--- config.mk ---
export PLATFORM = sky130hd
export DESIGN_NAME = aud_recorder
export DESIGN_NICKNAME = d
export VERILOG_FILES = /design/src/rtl/aud_pkg.sv /design/src/rtl/aud_i2s_rx.sv /design/src/rtl/aud_recorder.sv
export SDC_FILE = /design/constraint.sdc
export NUM_CORES = 1
export LEC_CHECK = 0
export BUFFER_PORTS_ARGS = -buffer_cell sky130_fd_sc_hd__buf_4
export CORE_MARGIN = 3
export CORE_UTILIZATION = 35
export CTS_CLUSTER_SIZE = 8
export DETAILED_ROUTE_END_ITERATION = 10
export SYNTH_ARGS = -nofsm -noshare
export SYNTH_HDL_FRONTEND = slang
export SYNTH_SLANG_ARGS = --single-unit
--- constraint.sdc ---
create_clock -name i_clk -period 3.27 [get_ports i_clk]
set_input_delay 0.654 -clock i_clk [delete_from_list [all_inputs] [get_ports i_clk]]
set_output_delay 0.654 -clock i_clk [all_outputs]
set_load 0.03 [all_outputs]
--- src/rtl/aud_pkg.sv ---
`default_nettype none
// ============================================================================
//  Module      : aud_pkg
//  Description : Shared definitions for the audio recorder slice: address and
//                sample widths, the last usable SRAM address, the recorder
//                state encoding and a saturating magnitude helper.
//  Revision    : 1.0 - initial release
// ============================================================================
package aud_pkg;

    localparam int AUD_ADDR_W   = 20;
    localparam int AUD_SAMPLE_W = 16;
    localparam int AUD_BITCNT_W = 4;

    localparam logic [AUD_ADDR_W-1:0] AUD_ADDR_MAX = 20'hFFFFF;

    typedef enum logic [2:0] {
        S_IDLE  = 3'd0,
        S_WAIT  = 3'd1,
        S_SHIFT = 3'd2,
        S_WRITE = 3'd3,
        S_PAUSE = 3'd4
    } rec_state_t;

    // Magnitude of a two's-complement sample. The most negative value has no
    // positive counterpart in 16 bits, so it saturates to the largest positive.
    function automatic logic [AUD_SAMPLE_W-1:0] aud_abs_sat(input logic [AUD_SAMPLE_W-1:0] s);
        logic [AUD_SAMPLE_W-1:0] mag;
        if (s == 16'h8000) begin
            mag = 16'h7FFF;
        end else if (s[AUD_SAMPLE_W-1]) begin
            mag = ~s + 16'd1;
        end else begin
            mag = s;
        end
        return mag;
    endfunction

endpackage
`default_nettype wire

--- src/rtl/aud_i2s_rx.sv ---
`default_nettype none
// ============================================================================
//  Module      : aud_i2s_rx
//  Description : Left-channel I2S receiver. Detects the falling edge of LRC,
//                skips the one-bit I2S delay slot, shifts in 16 bits MSB
//                first and pulses o_valid for one cycle when the sample is
//                complete.
//  Ports       : i_clk, i_rst_n   - bit clock, asynchronous active-low reset
//                i_arm            - capture may start on an LRC fall this cycle
//                i_abort          - drop any partially shifted sample
//                i_lrc, i_data    - codec ADCLRCK / ADCDAT
//                o_lrc_fall       - combinational left-channel start indicator
//                o_sample         - assembled sample (valid with o_valid)
//                o_valid          - one-cycle sample-complete pulse
//  Revision    : 1.0 - initial release
// ============================================================================
module aud_i2s_rx
    import aud_pkg::*;
(
    input  logic                    i_clk,
    input  logic                    i_rst_n,
    input  logic                    i_arm,
    input  logic                    i_abort,
    input  logic                    i_lrc,
    input  logic                    i_data,
    output logic                    o_lrc_fall,
    output logic [AUD_SAMPLE_W-1:0] o_sample,
    output logic                    o_valid
);

    localparam logic [AUD_BITCNT_W-1:0] C_LAST_BIT = AUD_BITCNT_W'(AUD_SAMPLE_W - 1);

    logic                    r_prev_lrc;
    logic                    r_shifting;
    logic                    r_valid;
    logic [AUD_BITCNT_W-1:0] r_bit_cnt;
    logic [AUD_SAMPLE_W-1:0] r_shift;
    logic                    w_lrc_fall;

    // The fall cycle itself is the I2S delay bit, so shifting starts one
    // cycle later when r_shifting is already set.
    assign w_lrc_fall = r_prev_lrc & ~i_lrc;

    always_ff @(posedge i_clk or negedge i_rst_n) begin
        if (!i_rst_n) begin
            r_prev_lrc <= 1'b0;
            r_shifting <= 1'b0;
            r_valid    <= 1'b0;
            r_bit_cnt  <= '0;
            r_shift    <= '0;
        end else begin
            r_prev_lrc <= i_lrc;
            r_valid    <= 1'b0;
            if (i_abort) begin
                r_shifting <= 1'b0;
                r_bit_cnt  <= '0;
            end else if (r_shifting) begin
                r_shift <= {r_shift[AUD_SAMPLE_W-2:0], i_data};
                if (r_bit_cnt == C_LAST_BIT) begin
                    r_shifting <= 1'b0;
                    r_valid    <= 1'b1;
                    r_bit_cnt  <= '0;
                end else begin
                    r_bit_cnt <= r_bit_cnt + 4'd1;
                end
            end else if (i_arm && w_lrc_fall) begin
                r_shifting <= 1'b1;
                r_bit_cnt  <= '0;
            end
        end
    end

    assign o_lrc_fall = w_lrc_fall;
    assign o_sample   = r_shift;
    assign o_valid    = r_valid;

endmodule
`default_nettype wire

--- src/rtl/aud_recorder.sv ---
`default_nettype none
// ============================================================================
//  Module      : aud_recorder
//  Description : Records left-channel I2S samples into SRAM. Owns the
//                recording state machine, SRAM addressing, end-address
//                tracking and the optional peak-magnitude meter.
//  Ports       : i_clk, i_rst_n          - bit clock, async active-low reset
//                i_start, i_stop         - one-cycle control pulses
//                i_pause                 - level, holds at sample boundary
//                i_lrc, i_data           - codec ADCLRCK / ADCDAT
//                o_address, o_data       - SRAM write address / sample
//                o_write                 - one-cycle write strobe
//                o_end_addr              - address of last written sample
//                o_full                  - memory exhausted
//                o_peak                  - peak |sample| since start
//  Build option: define AUD_REC_PEAK_EN to include the peak meter; without it
//                o_peak is tied to zero.
//  Revision    : 1.0 - initial release
// ============================================================================
module aud_recorder
    import aud_pkg::*;
(
    input  logic                    i_clk,
    input  logic                    i_rst_n,
    input  logic                    i_start,
    input  logic                    i_pause,
    input  logic                    i_stop,
    input  logic                    i_lrc,
    input  logic                    i_data,
    output logic [AUD_ADDR_W-1:0]   o_address,
    output logic [AUD_SAMPLE_W-1:0] o_data,
    output logic                    o_write,
    output logic [AUD_ADDR_W-1:0]   o_end_addr,
    output logic                    o_full,
    output logic [AUD_SAMPLE_W-1:0] o_peak
);

    rec_state_t              r_state;
    logic [AUD_ADDR_W-1:0]   r_address;
    logic [AUD_ADDR_W-1:0]   r_end_addr;
    logic [AUD_SAMPLE_W-1:0] r_data;
    logic                    r_write;
    logic                    r_full;

    logic                    w_arm;
    logic                    w_abort;
    logic                    w_lrc_fall;
    logic [AUD_SAMPLE_W-1:0] w_rx_sample;
    logic                    w_rx_valid;

    // The receiver may only start when the FSM will actually take the
    // S_WAIT -> S_SHIFT branch, i.e. stop and pause do not win this cycle.
    assign w_arm   = (r_state == S_WAIT) & ~i_stop & ~i_pause;
    assign w_abort = (r_state == S_SHIFT) & i_stop;

    aud_i2s_rx u_i2s_rx (
        .i_clk      (i_clk),
        .i_rst_n    (i_rst_n),
        .i_arm      (w_arm),
        .i_abort    (w_abort),
        .i_lrc      (i_lrc),
        .i_data     (i_data),
        .o_lrc_fall (w_lrc_fall),
        .o_sample   (w_rx_sample),
        .o_valid    (w_rx_valid)
    );

    always_ff @(posedge i_clk or negedge i_rst_n) begin
        if (!i_rst_n) begin
            r_state    <= S_IDLE;
            r_address  <= '0;
            r_end_addr <= '0;
            r_data     <= '0;
            r_write    <= 1'b0;
            r_full     <= 1'b0;
        end else begin
            r_write <= 1'b0;
            case (r_state)
                S_IDLE: begin
                    if (i_start) begin
                        r_address <= '0;
                        r_full    <= 1'b0;
                        r_state   <= S_WAIT;
                    end
                end
                S_WAIT: begin
                    if (i_stop) begin
                        r_state <= S_IDLE;
                    end else if (i_pause) begin
                        r_state <= S_PAUSE;
                    end else if (w_lrc_fall) begin
                        r_state <= S_SHIFT;
                    end
                end
                S_SHIFT: begin
                    // Pause is deliberately ignored here: the sample in
                    // flight is finished and written before pausing.
                    if (i_stop) begin
                        r_state <= S_IDLE;
                    end else if (w_rx_valid) begin
                        r_data  <= w_rx_sample;
                        r_write <= 1'b1;
                        r_state <= S_WRITE;
                    end
                end
                S_WRITE: begin
                    r_end_addr <= r_address;
                    if (r_address == AUD_ADDR_MAX) begin
                        // Last word of SRAM: keep the address, flag full.
                        r_full  <= 1'b1;
                        r_state <= S_IDLE;
                    end else begin
                        r_address <= r_address + 20'd1;
                        if (i_stop) begin
                            r_state <= S_IDLE;
                        end else if (i_pause) begin
                            r_state <= S_PAUSE;
                        end else begin
                            r_state <= S_WAIT;
                        end
                    end
                end
                S_PAUSE: begin
                    if (i_stop) begin
                        r_state <= S_IDLE;
                    end else if (!i_pause) begin
                        r_state <= S_WAIT;
                    end
                end
                default: begin
                    r_state <= S_IDLE;
                end
            endcase
        end
    end

`ifdef AUD_REC_PEAK_EN
    logic [AUD_SAMPLE_W-1:0] r_peak;
    logic [AUD_SAMPLE_W-1:0] w_sample_mag;
    logic                    w_capture;
    logic                    w_clear;

    // Peak follows exactly the samples that are committed to memory: the
    // capture condition matches the S_SHIFT -> S_WRITE transition above.
    assign w_sample_mag = aud_abs_sat(w_rx_sample);
    assign w_capture    = (r_state == S_SHIFT) & ~i_stop & w_rx_valid;
    assign w_clear      = (r_state == S_IDLE) & i_start;

    always_ff @(posedge i_clk or negedge i_rst_n) begin
        if (!i_rst_n) begin
            r_peak <= '0;
        end else if (w_clear) begin
            r_peak <= '0;
        end else if (w_capture && (w_sample_mag > r_peak)) begin
            r_peak <= w_sample_mag;
        end
    end

    assign o_peak = r_peak;
`else
    assign o_peak = '0;
`endif

    assign o_address  = r_address;
    assign o_data     = r_data;
    assign o_write    = r_write;
    assign o_end_addr = r_end_addr;
    assign o_full     = r_full;

endmodule
`default_nettype wire

==> impl_metrics.env <==
export IMPL_outcome="finished clean"
export IMPL_drv_cap=0
export IMPL_drc=0
export IMPL_routed_wl_um=8410
export IMPL_grtUsageTotal_pct=13.7
export IMPL_yosys_area_top_type_share_pct=53.8
export IMPL_synthMuxAreaShare_pct=9.74
export IMPL_synth_top_family_by_area="simple AND/OR/NAND/NOR gates"
export IMPL_setup_violations=0
export IMPL_required_ps=3560
export IMPL_port_buffer_count=64
export IMPL_ys_warn_count=0
export IMPL_syn_area_per_cell_um2=10.6
export IMPL_grt_pass1_vias=2868
export IMPL_dieHeight_um=112
export IMPL_netlist_area_um2=3910
export IMPL_final_cells=570
export IMPL_crit_path_start_kind="flip-flop"
export IMPL_cts_sinks=84
export IMPL_min_period_ps=2070
export IMPL_htreeDepth=3
export IMPL_crit_path_cell_trace="nand3b_1, nor4_1, nand2b_1, o21ai_0, a21oi_1"
export IMPL_register_area_um2=2100
export IMPL_design_power_total_mw=2.93
export IMPL_grt_pass1_wl_um=14000
export IMPL_nFillCells=1002
export IMPL_ctsHoldBuffers=0
export IMPL_synth_fa_ha_area_share_pct=0.897
export IMPL_yosysMostFrequentCell="dfrtp_1"
export IMPL_synth_common_cells="dfrtp_1 (84), nand2_1 (78), mux2_2 (32), nor2_1 (20), buf_4 (16)"
export IMPL_yosys_area_top_type="dfrtp_1"
export IMPL_synthToLayoutAreaGrowth_pct=18.5
export IMPL_fin_skew_ps=6.40
export IMPL_vias=2871
export IMPL_multi_input_area_um2=1630
export IMPL_use_met2_pct=22.7
export IMPL_rsz0062_at_grt="no"
export IMPL_drtIter0Drc=170
export IMPL_antenna_found_initial=0
export IMPL_ctsResizeCount=0
export IMPL_ios=81
export IMPL_nets=439
export IMPL_ys_types=56
export IMPL_cts_max_path_buffers=2
export IMPL_cp_max_fo=12
export IMPL_cts_tree="built"
export IMPL_clock_latency_ps=360
export IMPL_crit_path_max_incr_delay_ps=700
export IMPL_fin_crit_sh_pct=63.3
export IMPL_synth_edf_count=0
export IMPL_ys_flop_type="dfrtp_1"
export IMPL_n_antenna_cell=0
export IMPL_leakagePower_nw=2.25
export IMPL_initial_utilization_pct=36.8
export IMPL_cts_root_buffer="clkbuf_8"
export IMPL_hold_violations=0
export IMPL_post_place_cells=555
export IMPL_rows=37
export IMPL_synth_compound_area_share_pct=8.07
export IMPL_wire_per_inst_um=14.8
export IMPL_ys_seq_elements=84
export IMPL_synth_xor_area_share_pct=1.57
export IMPL_die_area_um2=12500
export IMPL_use_met1_pct=17.0
export IMPL_synth_cells=369
export IMPL_top_usage_layer="met2"
export IMPL_worstMarginPinSlew_ps=1050
export IMPL_setup_tns_ps=0
export IMPL_ys_seq_area_share_pct=53.8
export IMPL_drt_pass1_iterations=4
export IMPL_max_slew_margin_rel_pct=29.9
export IMPL_die_w_um=112
export IMPL_postCtsSetupBuffers=0
export IMPL_ir_drop_mv=0.300
export IMPL_power_per_cell_area_nw_per_um2=633
export IMPL_synthSimpleGateAreaFrac_pct=19.8
export IMPL_ys_top_cells_by_area="dfrtp_1 (54%), mux2_2 (9.2%), nand2_1 (7.5%), buf_4 (3.1%), nor2_1 (1.9%)"
export IMPL_slew_violations=0
export IMPL_cts_clk_slew_worst_paths_ps=80
export IMPL_crit_type="reg -> reg"
export IMPL_grt_use_met3_pct=4.84
export IMPL_worstSetupEndpointType="flip-flop"
export IMPL_grt_max_degree=85
export IMPL_fmax_mhz=483
export IMPL_hold_class="in -> reg"
export IMPL_drive_gt1_share_pct=29.5
export IMPL_numCtsBuffers=9
export IMPL_crit_arrival_ps=2360
export IMPL_core_area_um2=10600
export IMPL_ant_nets=0
export IMPL_via_per_inst=5.04
export IMPL_dp_hpwl_um=5760
export IMPL_async_flop_share_pct=100
export IMPL_gp_congestion=0.836
export IMPL_overflow=0
export IMPL_critPathSlowestCell="nor4_1"
power by group:
part / internal (mW) / leakage, nW / switching, mW
sequential: 1.23 / 1.12 / 0.177
combinational: 0.336 / 1.03 / 0.413
clock: 0.392 / 0.0987 / 0.377
total: 1.96 / 2.25 / 0.967
placed cells by master, fill, tap and decap left out, types with 7 or more instances in the layout:
| master | count |
|---|---|
| nand2_1 | 78 |
| mux2_2 | 32 |
| nor2_1 | 20 |
| nand2b_1 | 7 |
| buf_4 | 68 |
| dfrtp_1 | 84 |
| o21ai_0 | 15 |
| nand3_1 | 7 |
| a21oi_1 | 10 |
| clkbuf_8 | 11 |
| nor4_1 | 7 |
| conb_1 | 16 |
| or3_1 | 7 |
critical path, delay by kind of cell, from the launching register on:
kind	cells	cell delay (ps)
simple gates	3	1240
flops	1	520
compound gates	2	230
registers in the layout, indices dropped and copies added, names as in the netlist:
signal and count:
o_data 16, o_address 20, r_state 3, u_i2s_rx.r_bit_cnt 4, u_i2s_rx.r_shifting 1, o_full 1, u_i2s_rx.o_sample 16, o_end_addr 20
o_write 1, u_i2s_rx.r_prev_lrc 1, u_i2s_rx.o_valid 1
cell type report:
type                    count  area share [%]
multi-input cells         262            35.1
clock buffers              12            3.35
repair buffers             68            11.0
well taps                 136            3.68
clock inverters             3            1.00
flip-flops and latches     84            45.4
inverters                   5           0.406
through the flow:
step	setup slack, ps	hold WS, ps	area, um^2	util, %
global route	1060	391	4630	43.7
floorplan	1100	358	3960	-
finish	1200	406	4630	43.7
global placement	1200	459	4430	41.8
detailed placement	1160	464	4430	41.8
CTS	1220	394	4630	43.7
cell families after synthesis:
family / after synthesis
AO/OA/AOI/OAI: 46
XOR/XNOR: 7
adder cells (fa/ha/maj): 3
buffers and inverters: 38
flip-flops: 84
multiplexers: 34
other: 1
AND/OR/NAND/NOR: 156
routing by layer:
| metal | routed length [um] | vias to the layer above |
|---|---|---|
| met5 | 0 | - |
| met4 | 118 | 0 |
| met3 | 484 | 12 |
| met2 | 4060 | 83 |
| met1 | 3750 | 1409 |
| li1 | - | 1367 |
final timing paths:
| check | depth (start not counted) | slack (ps) | startpoint | end |
|---|---|---|---|---|
| min reg2reg | 2 | 480 | o_end_addr[14] | o_end_addr[14] |
| min in group asynchronous | 1 | 440 | i_rst_n | o_end_addr[5] |
| max | 5 | 1200 | r_state[2] | o_address[14] |
| max reg2reg | 5 | 1200 | r_state[2] | o_address[14] |
| min | 1 | 410 | i_lrc | u_i2s_rx.r_prev_lrc |
| max in group asynchronous | 1 | 2120 | i_rst_n | r_state[0] |
Note: power is estimated with default switching activity, not from simulation.
